**src/rtl/fetch_pkg.sv**
```systemverilog
// -----------------------------------------------------------------------------
// fetch_pkg
// Shared types and constants for the instruction fetch queue.
//   SIZE          data/address width of fetch words and PCs
//   WORD_BYTES    byte stride between sequential fetch addresses
//   fetch_entry_t one queue entry: instruction word plus its PC tag
//   align_word()  clears the byte-offset bits of an address
// -----------------------------------------------------------------------------
package fetch_pkg;

    localparam int SIZE       = 32;
    localparam int WORD_BYTES = 4;

    typedef struct packed {
        logic [SIZE-1:0] instr;
        logic [SIZE-1:0] pc;
    } fetch_entry_t;

    function automatic logic [SIZE-1:0] align_word(input logic [SIZE-1:0] addr);
        return addr & ~(SIZE'(WORD_BYTES - 1));
    endfunction

endpackage

```
**src/rtl/fetch_queue_if.sv**
```systemverilog
// -----------------------------------------------------------------------------
// fetch_queue_if
// Bundles the fetch queue's ROM bus, decode handshake and redirect signals.
//   modport master : fetch_queue side (drives RomAddr and the decode outputs)
//   modport slave  : environment side (ROM, decode stage, branch unit)
// Signals:
//   Redirect/RedirectPC  branch redirect request and target
//   RomAddr/RomInstr     instruction ROM address and 1-cycle-late data
//   DecodeReady          decode accepts the head entry this cycle
//   InstrValid/InstrOut/InstrPC  head entry presented to decode
//   Count                occupied queue entries
// -----------------------------------------------------------------------------
interface fetch_queue_if
    import fetch_pkg::*;
#(
    parameter int DEPTH = 4
);
    localparam int CW = $clog2(DEPTH) + 1;

    logic            Redirect;
    logic [SIZE-1:0] RedirectPC;
    logic [SIZE-1:0] RomAddr;
    logic [SIZE-1:0] RomInstr;
    logic            DecodeReady;
    logic            InstrValid;
    logic [SIZE-1:0] InstrOut;
    logic [SIZE-1:0] InstrPC;
    logic [CW-1:0]   Count;

    modport master (
        input  Redirect, RedirectPC, RomInstr, DecodeReady,
        output RomAddr, InstrValid, InstrOut, InstrPC, Count
    );

    modport slave (
        output Redirect, RedirectPC, RomInstr, DecodeReady,
        input  RomAddr, InstrValid, InstrOut, InstrPC, Count
    );

endinterface

```
**src/rtl/fetch_fifo.sv**
```systemverilog
// -----------------------------------------------------------------------------
// fetch_fifo
// Circular buffer of fetch entries with push, pop and flush.
// Ports:
//   clk, rst   clock and synchronous active-high reset
//   i_flush    drop all entries (pointers and count cleared)
//   i_push     write i_entry at the tail
//   i_entry    entry to write
//   i_pop      advance the head (ignored when empty)
//   o_head     head entry, zero when empty
//   o_count    occupied entries, 0..DEPTH
// The caller guarantees no push when full (credit-based issue).
// -----------------------------------------------------------------------------
module fetch_fifo
    import fetch_pkg::*;
#(
    parameter int DEPTH = 4
) (
    input  logic                   clk,
    input  logic                   rst,
    input  logic                   i_flush,
    input  logic                   i_push,
    input  fetch_entry_t           i_entry,
    input  logic                   i_pop,
    output fetch_entry_t           o_head,
    output logic [$clog2(DEPTH):0] o_count
);
    localparam int PW = $clog2(DEPTH);

    fetch_entry_t    r_mem [DEPTH];
    logic [PW-1:0]   r_head;
    logic [PW-1:0]   r_tail;
    logic [PW:0]     r_count;

    logic            w_empty;
    logic            w_pop;

    assign w_empty = (r_count == '0);
    assign w_pop   = i_pop && !w_empty;

    // NOTE: storage is left unreset; validity is tracked by r_count, so stale
    // words are never visible and the array stays plain RAM.
    always_ff @(posedge clk) begin
        if (i_push) begin
            r_mem[r_tail] <= i_entry;
        end
    end

    // Pointers are PW bits wide, so increments wrap mod DEPTH naturally.
    // NOTE: non-blocking assignments so every register samples pre-edge values.
    always_ff @(posedge clk) begin
        if (rst || i_flush) begin
            r_head  <= '0;
            r_tail  <= '0;
            r_count <= '0;
        end else begin
            if (i_push) begin
                r_tail <= r_tail + 1'b1;
            end
            if (w_pop) begin
                r_head <= r_head + 1'b1;
            end
            if (i_push && !w_pop) begin
                r_count <= r_count + 1'b1;
            end else if (w_pop && !i_push) begin
                r_count <= r_count - 1'b1;
            end
        end
    end

    assign o_head  = w_empty ? '0 : r_mem[r_head];
    assign o_count = r_count;

endmodule

```
**src/rtl/fetch_queue.sv**
```systemverilog
// -----------------------------------------------------------------------------
// fetch_queue
// Instruction fetch/prefetch stage between a synchronous instruction ROM
// (1-cycle read latency) and decode. Issues sequential word addresses,
// queues returned words with their PC tags and presents them to decode with
// a valid/ready handshake. A redirect flushes the queue, discards the pending
// ROM response and restarts fetching at the word-aligned target.
// Ports:
//   CLK     clock, all state on posedge
//   Reset   synchronous active-high reset, overrides redirect
//   bus     fetch_queue_if.master: ROM bus, decode handshake, redirect, Count
// Parameters:
//   DEPTH     queue entries (power of two, >= 2)
//   RESET_PC  first fetch address after reset
// Configuration macro:
//   FETCH_BYPASS_EN  when defined, a ROM word arriving at an empty queue with
//                    decode ready is forwarded combinationally (latency 1)
//                    instead of being queued (latency 2).
// -----------------------------------------------------------------------------
module fetch_queue
    import fetch_pkg::*;
#(
    parameter int              DEPTH    = 4,
    parameter logic [SIZE-1:0] RESET_PC = '0
) (
    input  logic          CLK,
    input  logic          Reset,
    fetch_queue_if.master bus
);
    localparam int CW = $clog2(DEPTH) + 1;

    logic [SIZE-1:0] r_fetch_pc;
    logic [SIZE-1:0] r_issued_pc;
    logic            r_in_flight;

    logic [CW-1:0]   w_count;
    logic [CW-1:0]   w_credit_used;
    logic            w_issue;
    logic            w_bypass;
    logic            w_push;
    logic            w_pop;
    fetch_entry_t    w_head;
    fetch_entry_t    w_rom_entry;

    // Credit: queued entries plus the outstanding ROM read must leave room,
    // so every response has a guaranteed slot. CW bits hold DEPTH+1.
    assign w_credit_used = w_count + CW'(r_in_flight);
    assign w_issue       = !Reset && !bus.Redirect && (w_credit_used < CW'(DEPTH));

    assign w_rom_entry.instr = bus.RomInstr;
    assign w_rom_entry.pc    = r_issued_pc;

`ifdef FETCH_BYPASS_EN
    assign w_bypass = !Reset && !bus.Redirect && r_in_flight
                      && bus.DecodeReady && (w_count == '0);
`else
    assign w_bypass = 1'b0;
`endif

    // A redirect discards the response arriving this cycle and blocks the pop.
    assign w_push = r_in_flight && !bus.Redirect && !w_bypass;
    assign w_pop  = (w_count != '0) && bus.DecodeReady && !bus.Redirect;

    always_ff @(posedge CLK) begin
        if (Reset) begin
            r_fetch_pc  <= RESET_PC;
            r_issued_pc <= '0;
            r_in_flight <= 1'b0;
        end else if (bus.Redirect) begin
            r_fetch_pc  <= align_word(bus.RedirectPC);
            r_in_flight <= 1'b0;
        end else begin
            r_in_flight <= w_issue;
            if (w_issue) begin
                r_fetch_pc  <= r_fetch_pc + SIZE'(WORD_BYTES);
                r_issued_pc <= r_fetch_pc;
            end
        end
    end

    fetch_fifo #(
        .DEPTH (DEPTH)
    ) u_fifo (
        .clk     (CLK),
        .rst     (Reset),
        .i_flush (bus.Redirect),
        .i_push  (w_push),
        .i_entry (w_rom_entry),
        .i_pop   (w_pop),
        .o_head  (w_head),
        .o_count (w_count)
    );

    // NOTE: every output gets a default first so this block cannot infer a latch.
    always_comb begin
        bus.InstrValid = (w_count != '0);
        bus.InstrOut   = w_head.instr;
        bus.InstrPC    = w_head.pc;
        if (w_bypass) begin
            bus.InstrValid = 1'b1;
            bus.InstrOut   = bus.RomInstr;
            bus.InstrPC    = r_issued_pc;
        end
    end

    assign bus.RomAddr = r_fetch_pc;
    assign bus.Count   = w_count;

endmodule

```
**src/flat_wrapper.sv**
```systemverilog
// flat-port wrapper written by rule: the top's interface ports become plain ports
module fetch_queue_flat import fetch_pkg::*;
#(
    parameter int              DEPTH    = 4,
    parameter logic [SIZE-1:0] RESET_PC = '0
)
  (CLK, Reset, bus_Redirect, bus_RedirectPC, bus_RomInstr, bus_DecodeReady, bus_RomAddr, bus_InstrValid, bus_InstrOut, bus_InstrPC, bus_Count);
  fetch_queue_if #(.DEPTH(DEPTH)) bus_i ();
  input  logic CLK;
  input  logic Reset;
  input wire logic [$bits(bus_i.Redirect)-1:0] bus_Redirect;
  input wire logic [$bits(bus_i.RedirectPC)-1:0] bus_RedirectPC;
  input wire logic [$bits(bus_i.RomInstr)-1:0] bus_RomInstr;
  input wire logic [$bits(bus_i.DecodeReady)-1:0] bus_DecodeReady;
  output wire logic [$bits(bus_i.RomAddr)-1:0] bus_RomAddr;
  output wire logic [$bits(bus_i.InstrValid)-1:0] bus_InstrValid;
  output wire logic [$bits(bus_i.InstrOut)-1:0] bus_InstrOut;
  output wire logic [$bits(bus_i.InstrPC)-1:0] bus_InstrPC;
  output wire logic [$bits(bus_i.Count)-1:0] bus_Count;
  assign bus_i.Redirect = bus_Redirect;
  assign bus_i.RedirectPC = bus_RedirectPC;
  assign bus_i.RomInstr = bus_RomInstr;
  assign bus_i.DecodeReady = bus_DecodeReady;
  assign bus_RomAddr = bus_i.RomAddr;
  assign bus_InstrValid = bus_i.InstrValid;
  assign bus_InstrOut = bus_i.InstrOut;
  assign bus_InstrPC = bus_i.InstrPC;
  assign bus_Count = bus_i.Count;
  fetch_queue #(.DEPTH(DEPTH), .RESET_PC(RESET_PC)) u_core (.CLK(CLK), .Reset(Reset), .bus(bus_i));
endmodule
```
**config.mk**
```make
export PLATFORM = sky130hd
export DESIGN_NAME = fetch_queue_flat
export DESIGN_NICKNAME = d
export VERILOG_FILES = /design/src/rtl/fetch_pkg.sv /design/src/rtl/fetch_queue_if.sv /design/src/rtl/fetch_fifo.sv /design/src/rtl/fetch_queue.sv /design/src/flat_wrapper.sv
export SDC_FILE = /design/constraint.sdc
export NUM_CORES = 1
export LEC_CHECK = 0
export ABC_AREA = 1
export CORE_MARGIN = 4
export CORE_UTILIZATION = 50
export DETAILED_ROUTE_END_ITERATION = 10
export PLACE_DENSITY = 0.84
export SKIP_LAST_GASP = 1
export SYNTH_ARGS = -nofsm -noshare
export SYNTH_HDL_FRONTEND = slang
export SYNTH_SLANG_ARGS = --single-unit
```
**constraint.sdc**
```tcl
create_clock -name CLK -period 5.85 [get_ports CLK]
set_clock_uncertainty 0.05 [all_clocks]
set_input_delay 1.17 -clock CLK [delete_from_list [all_inputs] [get_ports CLK]]
set_output_delay 1.17 -clock CLK [all_outputs]
set_load 0.02 [all_outputs]
```
### Word-level counts from Yosys, hierarchy flattened

Memories as Yosys holds them, arrays and structs flattened. A register that Yosys moved wholly into a read port is not among the register bits.
Cells that the tools add are included.

* $add $sub $neg: 6
* magnitude comparators: 1
* multiplexer cells: 9
* bitwise operators: 1
* reductions and logical operators: 20

Operator list (count)
* $mux W32: 2
* $mux W64: 1
* $add A32 B3 Y32 const B: 1
* $logic_and A1 B1 Y1: 8
* $mux W3: 2
* $logic_not A1 Y1: 5
* $add A2 B1 Y2 const B: 2
* $mux W2: 2
* $reduce_bool A2 Y1: 2
* $add A3 B1 Y3: 1
* $add A3 B1 Y3 const B: 1
* $logic_not A3 Y1: 1
* $lt A3 B3 Y1 const B: 1
* $reduce_bool A3 Y1: 1
* $sub A3 B1 Y3 const B: 1
* $mux W1: 2
* $reduce_and A2 Y1: 1
* $reduce_or A2 Y1: 1
* $logic_or A1 B1 Y1: 1
* $not A1 Y1: 1

* register bits after elaboration: 72
* RAM bits: 256
* bits of input ports: 68
* memories kept: 1

Memory list
* u_core.u_fifo.r_mem: words 4, bits a word 64, rd ports 1, clocked after memory_dff 1, wr ports 1, line fetch_fifo.sv:30 `fetch_entry_t r_mem [DEPTH];`

### Logic depth before layout (Yosys ltp)

Gate-level depths: netlist of run 1.

* word-level depth: 7
* depth in mapped cells: 12
* depth with buffers taken out: 11

### Hierarchy

From an unflattened synthesis of run 1, not the netlist that was laid out.

* cell total of the unflattened synthesis: 1342
* area, all modules: 13729.4 um^2

By module, submodules not included
* fetch_fifo: instances 1, cells each 817, area an instance 10369.9 um^2, sequential area each 7867.5 um^2
* fetch_queue: instances 1, cells each 525, area an instance 3359.5 um^2, sequential area each 1221.2 um^2

### Worst setup path before layout of run 1

No wires, ideal clock.

* path kind: input to register
* start point: input port bus_Redirect
* end point: memory u_core.u_fifo.r_mem[0][10] (netlist bit) (enable)
* arrival: 4002 ps
* setup slack: 1316 ps
* cell stages on the path: 3
* buffers on the path: 0
* cells stage by stage: nor2_1 > inv_1 > nor2_1

* cells in the longest elaborated chain, start to end: 4

Ends and longest elaborated chain
* start: declaration: line flat_wrapper.sv:11 `input wire logic [$bits(bus_i.Redirect)-1:0] bus_Redirect;`
* $logic_not A1 Y1: line fetch_queue.sv:61 `assign w_push = r_in_flight && !bus.Redirect && !w_bypass;`
* $logic_and A1 B1 Y1: line fetch_queue.sv:61
* $mux W1: line fetch_fifo.sv:44 `if (i_push) begin`
* $mux W1 (implied by the code): line fetch_fifo.sv:45 `r_mem[r_tail] <= i_entry;`
* end: declaration: line fetch_fifo.sv:30

No other way between the ends.

==> impl_metrics.csv, run 1 <==
group,metric,value,unit
drt,vias,9583,
die,die_h,170,um
sta,max_slew_margin,30.4,%
worst_setup_path,crit_chain,"clkinv_2 -> buf_4 -> o21ai_0 -> a21oi_1 -> clkdlybuf4s50_1",
drt,top_layer_used,"met4",
flow_run,maxCapViolations,0,
power,ir_worst_vdd,0.224,mV
worst_setup_path,cp.arrival,3330,ps
worst_setup_path,path_class,"flip-flop to output port",
sta,timing.final.hold_violations,0,
power,leakagePower,0.00560,uW
drt,dr_wl_met2,14200,um
layout,layout-drive-gt1-share,6.37,%
global_route,track_usage,19.7,%
clocking,h-tree-depth,1,
outcome,status,"completed",
clocking,postCtsResizedCells,0,
worst_setup_path,path_max_fanout,108,
global_route,grt_pass1_wl,46200,um
worst_setup_path,required,4630,ps
clocking,cts-buffers-inserted,30,
sta,final_max_slew_viol_count,0,
place,gp_congestion,0.862,
synthesis,ys_seq_area_share,67.1,%
sta,fmax,220,MHz
global_route,antenna_found_initial,0,
sta,rsz0062_at_grt,"false",
clocking,clk_path_buf_depth,3,
clocking,clkTransAtPathRegs,60,ps
sta,fin_crit,4550,ps
worst_setup_path,path_buf_inv,3,
drt,m1WireLength,12400,um
clocking,clock_latency,560,ps
synthesis,ys_warn_count,0,
clocking,cts_tree,"done",
synthesis,synth.avg_cell_area,10.2,um^2
layout,nets,1512,
worst_setup_path,slowest_stage,"buf_4",
drt,viasPerCell,5.34,
sta,holdWs,419,ps
clocking,cts_sinks,318,
clocking,postCtsSetupBuffers,0,
sta,setup_viol,0,
drt,first_pass_iters,5,
sta,period_share,77.7,%
layout,synthToLayoutAreaGrowth,21.7,%
place,io_buffers,161,
synthesis,synth.distinct_cells,30,
die,rows,59,
worst_setup_path,critPathLaunchType,"flip-flop",
worst_setup_path,worst_path_dominant_cell_family,"buffers and inverters",
worst_setup_path,end_kind,"output port",
drt,drc,0,
synthesis,synth_seq_cells,318,
die,core_area,26000,um^2
worst_hold_path,hp-class,"flip-flop to flip-flop",
global_route,grt_max_degree,109,
drt,detail-route-antenna-nets,0,
synthesis,syn_area,13200,um^2
die,die_width,170,um
global_route,grt_pass1_vias,9459,
die,initial_core_util,50.8,%
sta,setup-tns-final,0,ps
sta,tightest_slew,1040,ps
layout,antennaDiodeCount,0,
power,power.density,296,nW/um^2
layout,finish.utilization,61.7,%
drt,wl,29400,um
clocking,hold_buffers,0,
drt,post_drt_wl_per_cell,16.3,um
worst_setup_path,critical_path.max_stage_delay,770,ps
synthesis,synthCells,1299,
die,ios,168,
drt,dr_wl_met3,2130,um
global_route,gr-total-overflow,0,
clocking,cts_root_buf,"clkbuf_16",
place,dp_hpwl,17500,um
drt,first_iter_violations,776,
die,die_area,29000,um^2
==> placed cells by master, fill, tap and decap left out, types with 6 or more instances in the layout <==
cell	n
a21oi_1	118
buf_4	13
clkbuf_16	30
clkdlybuf4s50_1	161
clkinv_2	10
clkinvlp_4	6
dfxtp_1	68
edfxtp_1	248
ha_1	6
inv_1	66
nand2_1	173
nand3_1	56
nor2_1	292
nor2_2	7
nor2_4	7
o21ai_0	155
==> synth_stat cells <==
| cell type | n | area share (%) |
|---|---|---|
| nor2_1 | 296 | 8.4 |
| edfxtp_1 | 248 | 56 |
| nand2_1 | 173 | 4.9 |
| o21ai_0 | 155 | 5.9 |
| a21oi_1 | 118 | 4.5 |
| dfxtp_1 | 70 | 11 |
| inv_1 | 66 | 1.9 |
| nand3_1 | 56 | 2.1 |
| clkbuf_1 | 44 | 1.3 |
| buf_2 | 19 | 0.72 |
| nor2_2 | 7 | 0.33 |
| ha_1 | 6 | 0.57 |
| buf_4 | 5 | 0.28 |
| a31oi_1 | 4 | 0.19 |
| inv_2 | 4 | 0.11 |
| xnor2_1 | 4 | 0.27 |
| and2_1 | 3 | 0.14 |
| nor2_4 | 3 | 0.26 |
| o21bai_1 | 3 | 0.17 |
| buf_1 | 2 | 0.057 |
| buf_6 | 2 | 0.17 |
| nand2_2 | 2 | 0.095 |
| xor2_1 | 2 | 0.13 |
| a211oi_1 | 1 | 0.057 |
| conb_1 | 1 | 0.028 |
| fa_1 | 1 | 0.15 |
| nand4_1 | 1 | 0.047 |
| nor3_2 | 1 | 0.076 |
| o21ai_1 | 1 | 0.038 |
| or2_2 | 1 | 0.047 |
==> per-layer routing <==
metal / up-vias / global-route usage, %
met2: 369 / 34.2
met4: 0 / 5.80
met1: 4484 / 25.7
li1: 4685 / -
met5: - / 0
met3: 45 / 3.09
==> per-stage QoR <==
| step | instances | area [um^2] | power, uW | worst slack, ps |
|---|---|---|---|---|
| after floorplan | 1302 | 13200 | 2730 | 1320 |
| after global placement | 1740 | 15100 | 2890 | 1920 |
| after detailed placement | 1740 | 15100 | 2900 | 1880 |
| after CTS | 1796 | 16000 | 4770 | 1260 |
| after global routing | 1796 | 16000 | 4910 | 1060 |
| final | 1796 | 16000 | 4740 | 1300 |
==> final timing paths <==
check,slack [ps],depth (start not counted),startpoint,endpoint
max,1300,5,flip-flop,bus_InstrPC[15]
max reg2reg,3010,11,u_core.u_fifo.o_count[0],u_core.u_fifo.o_count[2]
min,420,2,u_core.u_fifo.r_head[1],flip-flop
min reg2reg,420,2,u_core.u_fifo.r_head[1],flip-flop
==> state kept, by name (all words and copies together) (netlist names), named ones only <==
| signal | flops |
|---|---|
| u_core.u_fifo.r_tail | 2 |
| u_core.u_fifo.r_mem | 248 |
| u_core.u_fifo.o_count | 3 |
| u_core.bus.RomAddr | 30 |
| u_core.r_in_flight | 1 |
| u_core.u_fifo.r_head | 2 |
| u_core.r_issued_pc | 30 |
==> power by group <==
group          switching [uW]  leakage [uW]  internal [uW]
Clock                     845      0.000473           1040
Combinational             193       0.00228            142
Sequential               43.8       0.00284           2480
==> logic make-up after synthesis <==
logic type | synth area share (%)
buf+inv | 4.48
other cells | 0.0284
simple gates | 16.5
xor+xnor | 0.398
fa+ha+maj | 0.721
compound gates | 10.8
flops | 67.1
==> cell type report <==
class                           instances  area (um^2)
Clock inverter                         26          231
Sequential cell                       318         8850
Clock buffer                           30          751
Tap cell                              335          419
Fill cell                            2015         9940
Multi-Input combinational cell        842         3800
Timing Repair Buffer                  175         1730
Inverter                               70          264
==> tightest hold or removal path: stages, from the launching register on <==
cell     delay (ps)
dfxtp_1         300
inv_1            60
a21oi_1          70
Note: power is estimated with default switching activity, not from simulation.
==> run 2: changes to the inputs <==
==> constraint.sdc (replaced) <==
create_clock -name CLK -period 4.3 [get_ports CLK]
set_clock_uncertainty 0.05 [all_clocks]
set_input_delay 0.86 -clock CLK [delete_from_list [all_inputs] [get_ports CLK]]
set_output_delay 0.86 -clock CLK [all_outputs]
set_load 0.02 [all_outputs]
==> run 2 against run 1 <==
Critical path depth did not move. Non-clock buffer count rose by 3. Sequential power grew 36%. Count of clock-buffer cells in the layout is 5 higher. Critical path type unchanged. Highest routed layer unchanged.
==> impl_metrics.csv, run 2 (same netlist as run 1, synthesis figures left out) <==
group,metric,value,unit
worst_setup_path,reg2reg_depth,10,
place,gp_congestion,0.842,
flow_run,maxCapViolations,0,
layout,synthToLayoutAreaGrowth,23.2,%
worst_hold_path,hold_depth,2,
drt,detail-route-antenna-nets,0,
clocking,h-tree-depth,1,
layout,design_area,16200,um^2
power,p_comb_share,7.0,%
worst_setup_path,critical_path.max_stage_delay,650,ps
worst_setup_path,cp.arrival,2960,ps
global_route,grt_pass1_wl,46100,um
outcome,status,"completed",
layout,layout-drive-gt1-share,6.30,%
worst_setup_path,crit-reg2reg-launch,"u_core.u_fifo.o_count[0]",
power,p_int,5280,uW
layout,nets,1514,
power,pwr-share-clk,42.0,%
die,core_area,26000,um^2
worst_hold_path,min_from,"u_core.u_fifo.r_head[1]",
worst_setup_path,path_class,"flip-flop to output port",
clocking,cts_tree,"done",
sta,max_slew_margin,38.1,%
die,initial_core_util,50.8,%
global_route,grt_pass1_vias,9448,
global_route,grt_max_degree,125,
power,total_power,6720,uW
clocking,cts-buffers-inserted,29,
worst_setup_path,slowest_stage,"clkinv_2",
die,rows,59,
global_route,gr-total-overflow,0,
worst_setup_path,reg2reg_slack,1620,ps
place,io_buffers,161,
sta,period_share,89.9,%
worst_setup_path,path_max_fanout,71,
sta,fin_crit,3870,ps
clocking,hold_buffers,0,
drt,drc,0,
sta,setup-tns-final,0,ps
place,placed_area,15200,um^2
drt,post_drt_wl_per_cell,16.7,um
drt,first_iter_violations,811,
die,die_h,170,um
sta,final_max_slew_viol_count,0,
layout,layout_common_cells,"nor2_1 (292), edfxtp_1 (248), nand2_1 (173)",
sta,tightest_slew,926,ps
die,die_area,29000,um^2
sta,setup_ws,432,ps
place,dp_hpwl,17500,um
die,ios,168,
power,leakagePower,0.00570,uW
die,die_width,170,um
worst_setup_path,crit_chain,"clkinv_2 -> buf_12 -> o21ai_0 -> a21oi_1 -> clkdlybuf4s50_1",
layout,regMostFlops,"u_core.u_fifo.r_mem",
power,ir_worst_vdd,0.257,mV
power,p_switching,1440,uW
clocking,clkTransAtPathRegs,60,ps
layout,antennaDiodeCount,0,
worst_setup_path,required,3390,ps
worst_hold_path,hp-class,"flip-flop to flip-flop",
worst_setup_path,critPathLaunchType,"flip-flop",
sta,setup_viol,0,
global_route,track_usage,19.6,%
sta,rsz0062_at_grt,"false",
power,power.density,414,nW/um^2
clocking,clock_latency,540,ps
clocking,clk_path_buf_depth,3,
clocking,cts_sinks,318,
drt,viasPerCell,5.38,
layout,final_common_cell,"nor2_1",
place,dpl_worst_slack,977,ps
global_route,antenna_found_initial,0,
power,switching_share,21.4,%
clocking,postCtsResizedCells,0,
worst_setup_path,end_kind,"output port",
layout,largest_reg_flops,248,
power,p_seq_share,51.0,%
sta,fmax,259,MHz
sta,timing.final.hold_violations,0,
worst_setup_path,r2r_end,"u_core.u_fifo.o_count[2]",
drt,vias,9665,
clocking,cts_root_buf,"clkbuf_16",
clocking,postCtsSetupBuffers,0,
drt,wl,30000,um
drt,first_pass_iters,5,
==> run 2: worst max path at each step <==
stage                 startpoint  depth (start not counted)                          to
finish                 flip-flop                          5             bus_InstrOut[7]
global route           flip-flop                          5            bus_InstrOut[15]
CTS                    flip-flop                          5             bus_InstrOut[7]
detailed placement     flip-flop                          5             bus_InstrOut[7]
global placement       flip-flop                          5             bus_InstrOut[9]
floorplan           bus_Redirect                          3  u_core.u_fifo.r_mem[0][10]
==> run 2: area by class of cell <==
cell class	count	area (um^2)
Sequential cell	318	8850
Fill cell	1925	9740
Inverter	70	264
Timing Repair Buffer	178	1840
Clock inverter	18	265
Multi-Input combinational cell	842	3800
Clock buffer	35	811
Tap cell	335	419
==> run 2: per-stage QoR <==
step,util [%],std cells,hold slack [ps]
after detailed placement,58.4,1743,424
after floorplan,-,1302,391
after global placement,58.4,1743,400
after global routing,62.5,1796,470
final,62.5,1796,431
after CTS,62.5,1796,437
==> run 2: power by group through the flow <==
stage | Combinational [uW] | Clock (uW) | Sequential, uW
final | 470 | 2830 | 3430
after global routing | 511 | 2990 | 3430
after CTS | 472 | 2860 | 3430
after detailed placement | 468 | 0 | 3490
after global placement | 459 | 0 | 3490
after floorplan | 219 | 0 | 3500
==> run 2: critical path: cells and delay by family (launching register included) <==
kind	cells	cell delay, ps
flops	1	360
compound gates	2	350
buf+inv	3	1670
==> run 2: layer usage <==
layer  global-route usage [%]  part of all wire (%)  wire (um)  vias to the layer above
met3                     3.11                   7.6       2270                       51
met5                        0                     0          0                        -
met4                     6.28                   2.1        616                        0
met1                     25.3                    41      12400                     4543
met2                     34.1                    49      14700                      388
li1                         -                     -          -                     4683
